$ cat src/rtl/tia_pos_pkg.sv
// Shared definitions for the object position counter and graphics scan sequencer.
// Holds the scale encodings, slot geometry and the pos-to-slot mapping.
package tia_pos_pkg;

  typedef enum logic [1:0] {
    SCALE_1X   = 2'd0,
    SCALE_2X   = 2'd1,
    SCALE_4X   = 2'd2,
    SCALE_RSVD = 2'd3
  } scale_e;

  localparam int unsigned SLOT_COUNTS = 4;
  localparam int unsigned SCAN_BITS   = 8;

  function automatic int unsigned slot_of(input int unsigned p);
    return p / SLOT_COUNTS;
  endfunction

  // Last scan_sub value before scan_idx advances; the reserved code stretches like 4x.
  function automatic logic [1:0] sub_last_of(input scale_e s);
    logic [1:0] last;
    case (s)
      SCALE_1X: last = 2'd0;
      SCALE_2X: last = 2'd1;
      default:  last = 2'd3;
    endcase
    return last;
  endfunction

endpackage

$ cat src/rtl/tia_graphics_scan_seq.sv
// Graphics scan sequencer: walks scan_idx 0..7, holding each bit for 1, 2 or 4 ticks.
// Shared by the player, missile and ball position counters.
module tia_graphics_scan_seq
  import tia_pos_pkg::*;
(
  input  logic       clk,
  input  logic       reset_bar,
  input  logic       tick,
  input  logic       launch,
  input  logic       abort,
  input  logic [1:0] scale,
  output logic       scan_active,
  output logic [2:0] scan_idx
);

  localparam logic [2:0] LAST_IDX = 3'(SCAN_BITS - 1);

  logic [1:0] scan_sub;
  scale_e     scale_l;
  logic [1:0] sub_last;

  always_comb sub_last = sub_last_of(scale_l);

  // abort outranks launch so a position reset never lets a copy slip through.
  always_ff @(posedge clk or negedge reset_bar) begin
    if (!reset_bar) begin
      scan_active <= 1'b0;
      scan_idx    <= 3'd0;
      scan_sub    <= 2'd0;
      scale_l     <= SCALE_1X;
    end else if (tick) begin
      if (abort) begin
        scan_active <= 1'b0;
        scan_idx    <= 3'd0;
        scan_sub    <= 2'd0;
      end else if (launch) begin
        scan_active <= 1'b1;
        scan_idx    <= 3'd0;
        scan_sub    <= 2'd0;
        scale_l     <= scale_e'(scale);
      end else if (scan_active) begin
        if (scan_sub == sub_last) begin
          scan_sub <= 2'd0;
          if (scan_idx == LAST_IDX) begin
            scan_active <= 1'b0;
          end else begin
            scan_idx <= scan_idx + 3'd1;
          end
        end else begin
          scan_sub <= scan_sub + 2'd1;
        end
      end
    end
  end

endmodule

$ cat src/rtl/tia_object_position_counter.sv
// Horizontal position counter: divides the pixel tick by 4 into a modulo-PERIOD count
// and launches a graphics scan at every copy slot enabled in copy_mask.
module tia_object_position_counter
  import tia_pos_pkg::*;
#(
  parameter  int PERIOD    = 40,
  parameter  int RESET_POS = 0,
  localparam int POS_W     = $clog2(PERIOD),
  localparam int NUM_SLOTS = PERIOD / 4,
  localparam int IDX_W     = $clog2(NUM_SLOTS)
) (
  input  logic                 clk,
  input  logic                 reset_bar,
  input  logic                 pec_bar,
  input  logic                 motck,
  input  logic                 pre,
  input  logic [NUM_SLOTS-1:0] copy_mask,
  input  logic [1:0]           scale,
  output logic [POS_W-1:0]     pos,
  output logic                 wrap,
  output logic                 start_bar,
  output logic [IDX_W-1:0]     copy_idx,
  output logic                 scan_active,
  output logic [2:0]           scan_idx
);

  if ((PERIOD % 4) != 0 || PERIOD < 8 || PERIOD > 256) begin : g_bad_period
    $error("tia_object_position_counter: PERIOD must be a multiple of 4 in 8..256");
  end
  if (RESET_POS < 0 || RESET_POS >= PERIOD) begin : g_bad_reset_pos
    $error("tia_object_position_counter: RESET_POS must be below PERIOD");
  end

  localparam logic [POS_W-1:0] LAST_POS = POS_W'(PERIOD - 1);
  localparam logic [POS_W-1:0] RST_POS  = POS_W'(RESET_POS);

  logic             tick;
  logic [1:0]       phase;
  logic [POS_W-1:0] pos_n;
  logic [IDX_W-1:0] slot_n;
  logic             slot_hit;
  logic             advance;
  logic             launch;

  always_comb begin
    tick     = ~pec_bar | motck;
    pos_n    = (pos == LAST_POS) ? '0 : pos + POS_W'(1);
    slot_n   = IDX_W'(slot_of(32'(pos_n)));
    slot_hit = (pos_n[1:0] == 2'b00) && copy_mask[slot_n];
    advance  = tick && !pre && (phase == 2'd3);
    launch   = advance && slot_hit;
  end

  // wrap and start_bar are single-cycle pulses and clear even on edges without a tick.
  always_ff @(posedge clk or negedge reset_bar) begin
    if (!reset_bar) begin
      pos       <= RST_POS;
      phase     <= 2'd0;
      wrap      <= 1'b0;
      start_bar <= 1'b1;
      copy_idx  <= '0;
    end else begin
      wrap      <= 1'b0;
      start_bar <= 1'b1;
      if (tick) begin
        if (pre) begin
          pos   <= RST_POS;
          phase <= 2'd0;
        end else begin
          phase <= phase + 2'd1;
          if (advance) begin
            pos  <= pos_n;
            wrap <= (pos_n == '0);
          end
          if (launch) begin
            start_bar <= 1'b0;
            copy_idx  <= slot_n;
          end
        end
      end
    end
  end

  tia_graphics_scan_seq u_scan_seq (
    .clk        (clk),
    .reset_bar  (reset_bar),
    .tick       (tick),
    .launch     (launch),
    .abort      (pre),
    .scale      (scale),
    .scan_active(scan_active),
    .scan_idx   (scan_idx)
  );

endmodule

$ cat config.mk
export PLATFORM = sky130hd
export DESIGN_NAME = tia_object_position_counter
export DESIGN_NICKNAME = d
export VERILOG_FILES = /design/src/rtl/tia_pos_pkg.sv /design/src/rtl/tia_graphics_scan_seq.sv /design/src/rtl/tia_object_position_counter.sv
export SDC_FILE = /design/constraint.sdc
export NUM_CORES = 1
export LEC_CHECK = 0
export CAP_MARGIN = 20
export CORE_ASPECT_RATIO = 1.75
export CORE_UTILIZATION = 45
export CTS_CLUSTER_SIZE = 12
export DETAILED_ROUTE_END_ITERATION = 6
export GPL_TIMING_DRIVEN = 0
export PLACE_DENSITY = 0.83
export SYNTH_ARGS = -nofsm -noshare
export SYNTH_HDL_FRONTEND = slang
export SYNTH_SLANG_ARGS = --single-unit
$ cat constraint.sdc
create_clock -name clk -period 2.55 [get_ports clk]
set_input_delay 0.3825 -clock clk [delete_from_list [all_inputs] [get_ports clk]]
set_output_delay 0.3825 -clock clk [all_outputs]
set_load 0.03 [all_outputs]
Yosys cells after proc, flatten, opt, wreduce, memory -nomap -nowiden. Cells that the tools add are included.

Register bits after elaboration: 22. Input bits: 17. Logic and storage cells: 65. Output and inout bits: 16.

Magnitude comparators: 1. Eq/ne operators: 6. Reduce and logical (&&, ||, !) cells: 15. Add/subtract/negate cells: 4. Bitwise operators: 3. Multiplexer cells: 27.

Operators with widths (count): $mux W6 (3); $mux W3 (5); $mux W1 (12); $mux W2 (5); $add A6 B1 Y6 const B (1); $eq A6 B6 Y1 const B (1); $logic_not A6 Y1 (1); $reduce_bool A3 Y1 (2); $lt A4 B5 Y1 const B (1); $add A2 B1 Y2 const B (2); $bmux W1 S4 (1); $logic_and A1 B1 Y1 (4); $logic_not A2 Y1 (2); $pmux W2 S2 (1); $reduce_and A2 Y1 (2); $reduce_and A4 Y1 (1); $add A3 B1 Y3 const B (1); $eq A3 B3 Y1 const B (1); $ne A3 B3 Y1 const B (1); $reduce_and A3 Y1 (1); $eq A2 B1 Y1 const B (1); $eq A2 B2 Y1 (1); $eq A2 B2 Y1 const B (1); $not A1 Y1 (2); 3 further kinds (3).

Logic depth before layout (Yosys ltp).
Word-level depth: 9. Mapped depth: 9. Gate-level depth less buffers: 7.

By module. From an unflattened synthesis, not the netlist that was laid out.

Cell total of the unflattened synthesis: 127. Area, all modules: 1367.6 um2.

Modules (own cells, without submodules): tia_object_position_counter (area an instance 938.4 um2, times used 1, sequential area each 351.6 um2, cells each 87); tia_graphics_scan_seq (area an instance 429.2 um2, times used 1, sequential area each 200.2 um2, cells each 40).

Worst setup path before layout. No wires, ideal clock.

Path type: flip-flop to flip-flop. Start point: register pos[0]. End point: register copy_idx[1]. Required time: 2425 ps. Path buffers: 2. Library setup time: 125 ps. Setup slack: 207 ps. Period minus slack after synthesis: 2343 ps. Stages on the path, launching flop included: 10. Arrival time: 2218 ps. Cells stage by stage: dfrtp_1 > ha_1 > buf_4 > mux2i_1 > o32ai_1 > o21ai_0 > a21oi_1 > o21ai_2 > buf_6 > mux2_4.

Longest elaborated chain between the ends: 7. Elaborated cells on any way between the ends: 9. Those cells by class: add/sub (1); eq/ne (1); mux (3); reduce/logical (4).

RTL lines: start, declared (line tia_object_position_counter.sv:19) `output logic [POS_W-1:0] pos,`; start signal, assigned (line tia_object_position_counter.sv:72) `pos <= pos_n;`; $add A6 B1 Y6 / $eq A6 B6 Y1 (equally long branches) (line tia_object_position_counter.sv:47) `pos_n = (pos == LAST_POS) ? '0 : pos + POS_W'(1);`; $mux W6 * (line tia_object_position_counter.sv:47); $bmux W1 S4 (line tia_object_position_counter.sv:49) `slot_hit = (pos_n[1:0] == 2'b00) && copy_mask[slot_n];`; $mux W1 (not written as such) (line tia_object_position_counter.sv:49); $logic_and A1 B1 Y1 (line tia_object_position_counter.sv:49); $logic_and A1 B1 Y1 (line tia_object_position_counter.sv:51) `launch = advance && slot_hit;`; $reduce_and A3 Y1 (no source line); end signal, assigned (line tia_object_position_counter.sv:77) `copy_idx <= slot_n;`; end, declared (line tia_object_position_counter.sv:22) `output logic [IDX_W-1:0] copy_idx,`.

Every way passes the cells marked *; elsewhere a longest branch is shown, timed or not. The select of a mux whose other input is x is not followed. A chain may end at the register's enable or synchronous reset.

Final worst setup path.
Start point: register pos[1]. End point: register copy_idx[1].

Same word-level chain as after synthesis.

==> results.txt <==
* GRT Total Usage: 21.6%
* Arrival time worst endpoint: 2.56 ns
- Detailed placement ended at an HPWL of 2580 um.
* Number of library cell types mapped by synthesis: 43
- Reg2Reg Setup Slack: around 0.14 ns
- The most used flip-flop cell after synthesis is sky130_fd_sc_hd__dfrtp_1.
* Maximum vdd ir drop: 0.331 mV
- Synthesis produced a netlist whose cell count is 141.
- Yosys Warn Count: 0
* Number of max-capacitance violations reported: 0
- The first global-routing pass estimated around 5700 um of wire.
- The number of max-slew violations in the final report is 0.
- STA classifies the critical path startpoint as a register.
- Critical Path Slowest Stage Cell: sky130_fd_sc_hd__dfrtp_1
- Summed over all cells, the static leakage comes to around 0.8 nW.
- TritonCTS created 3 clock buffers.
- Master cell of the clock root buffer: sky130_fd_sc_hd__clkbuf_8
- The setup path with the least slack is of type register to register.
- The clock passes through at most 2 buffers.
- Termination of the worst setup path: copy_idx[1]$_DFFE_PN0P_
* Hold violation total from the final report: 0
- Buffers & Inverters on Critical Path: 2
* Via density per instance: 5.88
* Run status: finished, final reports clean
- The critical path starts at pos[1]$_DFFE_PN0P_.
- Detail-routed net length per standard cell: 15.5 um
* Clock net sink count: 22
- Critical register-to-register path startpoint: pos[1]$_DFFE_PN0P_
* Crit-path leading delay family: compound AO/OA/AOI/OAI gates
- Across the routed clock network, the largest skew measured is 0.00464 ns.
- In this run the number of H-tree levels came out at 1.
- IO buf count: 32
- Number of search-and-repair iterations in the first detailed-routing pass: 4
- By area the synthesized netlist is led by sky130_fd_sc_hd__dfrtp_1 36%, sky130_fd_sc_hd__a32o_1 5.5%, sky130_fd_sc_hd__mux2i_1 5.5%.
- Critical path capture point type: register
- The final layout contains routed wiring with a total length of 3410 um.
- The final route contains 1293 vias.
* Critical path, cell by cell: ha_2 > buf_4 > nand3_2 > xnor2_2 > o21ai_0 > a21oi_1 > o21ai_2 > buf_6 > mux2_4
- Count of unresolved DRC violations after routing: 0
- Counting cells, the worst reg-to-reg path comes to 9.
* Mean area per synthesized cell: 10.3 um2
- Summing every instance area after synthesis gives around 1400 um2.
- Slew at the pin closest to its max-slew limit: between 0.5 and 0.6 ns
- Vias in the first global route: 1362
* Rel. slew slack: approximately two thirds
- Number of flops mapped to enable cells by yosys: 0
- sky130_fd_sc_hd__dfrtp_1 takes more of the synthesized area than any other cell.
- DR iter-0 viols: 47
- Worst path max stage delay: 0.46 ns
* Number of antenna violations at the first check in global routing: 0
- Leading cell types by count after synthesis: 21 x sky130_fd_sc_hd__dfrtp_1, 12 x sky130_fd_sc_hd__nand2_1, 8 x sky130_fd_sc_hd__a32o_1, 8 x sky130_fd_sc_hd__mux2i_1, 7 x sky130_fd_sc_hd__o21ai_0
- Post-detailed-route count of antenna-violating nets: 0
* Setup repair after global routing missed its margin: no
* Syn Nets: 163
- Final-stage net count: between 200 and 250
- Clock edge transition at the registers on the reported setup and hold paths: 0.07 ns
* Final weighted congestion in routability-driven placement: 0.899
* Post-layout min period: between 2 and 2.5 ns
* Number of synthesized register bits: 22
* CTS tree: yes
- Of all nets on the critical path, the largest fanout is 10.
- The die is roughly 45 um wide.
* Vertical extent of the die: approximately 77 um
* Remaining Overflow, GRT: 0
* Worst min-delay path category: input port to async pin
* Floorplan row count: 26
- Top-Level Pins: 33
- Fraction of synthesis flops using an asynchronous set or reset pin: 100%
- Timing would allow up to 0.414 GHz.
* Required time reported for the critical path endpoint: 2.70 ns
- Relative to the synthesized area, the layout overhead comes to 30.2%.
* Cell with the most instances after synthesis: sky130_fd_sc_hd__dfrtp_1
- Post-route clock period utilization: 94.6%
- Share of the synthesized area in the top cell type: 36.3%
- Logic depth of the worst path, buffers included: 9
* PD cells: 349 nW/um2
* Aggregate negative setup slack: 0 ns
* Clk_lat worst skew: 0.26 ns
- Maximum number of pins on one net before global-route repair: 23
- The post-route netlist has 13.5% of its cells at a drive strength greater than 1.
- In this run the critical register-to-register path is captured at copy_idx[1]$_DFFE_PN0P_.
- Setup violations remaining at the end of the flow were counted as 0.
* Antenna cell count: 0
* Initial core utilization: a little under 50%
- Sequential-to-total area share from yosys stat: 38.1%
- Number of hold-repair buffers added at the cts stage: 0
- Worst hold-check slack: 0.306 ns
* Core Box Area: about 3000 um2
- Full die area: 3460 um2
what timing repair did:
item	4_1_cts	5_1_grt
gates resized for setup	0	2
endpoints found under the setup margin	0	6
setup buffers	0	0
per-layer routing:
layer  wire (um)  vias to the layer above  track usage (%)
li1            -                      608                -
met2        1930                       41             38.5
met5           0                        -                0
met1        1280                      635             23.5
met4          85                        0             11.8
met3         113                        9             2.12
where the power goes:
group	leakage (nW)	total (mW)	switching (mW)	internal [mW]
Sequential	0.295	0.361	0.00609	0.355
Clock	0.0228	0.221	0.109	0.112
Combinational	0.467	0.0765	0.0375	0.0389
Total	0.785	0.658	0.153	0.505
cell usage in the layout (no fill, tap or decap), types with 3 or more instances in the layout:
master / netlist / routed
sky130_fd_sc_hd__buf_6: 3 / 3
sky130_fd_sc_hd__inv_1: 4 / 4
sky130_fd_sc_hd__nor2_1: 3 / 3
sky130_fd_sc_hd__a21oi_1: 6 / 6
sky130_fd_sc_hd__clkbuf_8: 0 / 3
sky130_fd_sc_hd__nand2b_1: 5 / 5
sky130_fd_sc_hd__clkdlybuf4s50_1: 0 / 32
sky130_fd_sc_hd__o211ai_1: 3 / 3
sky130_fd_sc_hd__dfrtp_1: 21 / 20
sky130_fd_sc_hd__nor3b_1: 3 / 3
sky130_fd_sc_hd__buf_4: 3 / 3
sky130_fd_sc_hd__mux2_2: 3 / 3
sky130_fd_sc_hd__ha_1: 5 / 4
sky130_fd_sc_hd__clkbuf_1: 2 / 3
sky130_fd_sc_hd__nand3_1: 5 / 5
sky130_fd_sc_hd__mux2i_1: 8 / 8
sky130_fd_sc_hd__nand2_1: 12 / 12
sky130_fd_sc_hd__a22o_1: 3 / 3
sky130_fd_sc_hd__o21ai_0: 7 / 7
sky130_fd_sc_hd__nand3b_1: 3 / 3
sky130_fd_sc_hd__a32o_1: 8 / 8
metrics by stage:
stage	std cells	total power [mW]	area, um2	worst slack, ns	util [%]
final	220	0.658	1880	0.137	63.0
after CTS	219	0.661	1870	0.0628	62.3
after global routing	220	0.685	1880	0.000358	63.0
after detailed placement	215	0.441	1820	0.0531	60.8
after floorplan	141	0.395	1450	0.207	-
after global placement	215	0.438	1820	0.105	60.8
cell type report:
| cell class | instances | area, um2 |
|---|---|---|
| Fill cell | 277 | 1110 |
| Multi-Input combinational cell | 106 | 816 |
| Sequential cell | 22 | 553 |
| Timing Repair Buffer | 33 | 335 |
| Buffer | 8 | 63.8 |
| Tap cell | 42 | 52.6 |
| Clock buffer | 4 | 45.0 |
| Inverter | 5 | 18.8 |
how the worst min path moves through the flow:
stage / slack, ns / to / cells after the start / start
2_1_floorplan: 0.09 / copy_idx[0]$_DFFE_PN0P_ / 0 / reset_bar
6_report: 0.31 / u_scan_seq.scale_l[1]$_DFFE_PN0P_ / 1 / reset_bar
4_1_cts: 0.50 / copy_idx[0]$_DFFE_PN0P_ / 1 / copy_idx[0]$_DFFE_PN0P_
3_5_place_dp: 0.49 / copy_idx[0]$_DFFE_PN0P_ / 1 / copy_idx[0]$_DFFE_PN0P_
5_1_grt: 0.31 / u_scan_seq.scale_l[1]$_DFFE_PN0P_ / 1 / reset_bar
3_3_place_gp: 0.47 / phase[1]$_DFFE_PN0N_ / 2 / phase[1]$_DFFE_PN0N_
flip-flops by register name, indices dropped and copies added (netlist names):
register                count
phase                       2
u_scan_seq.scale_l          2
u_scan_seq.scan_idx         3
start_bar                   1
pos                         6
u_scan_seq.scan_sub         2
u_scan_seq.scan_active      1
copy_idx                    4
wrap                        1
kinds of logic after synthesis:
group	Yosys count	share of synthesized area, %
DFF	22	38.1
and+or+nand+nor	42	16.1
xor gates and xnor gates	3	2.33
AOI/OAI and AO/OA	41	22.0
adders and majority gates	5	4.32
muxes	15	11.5
buffers and inverters	13	5.70
Power figures use the tool's default switching activity.
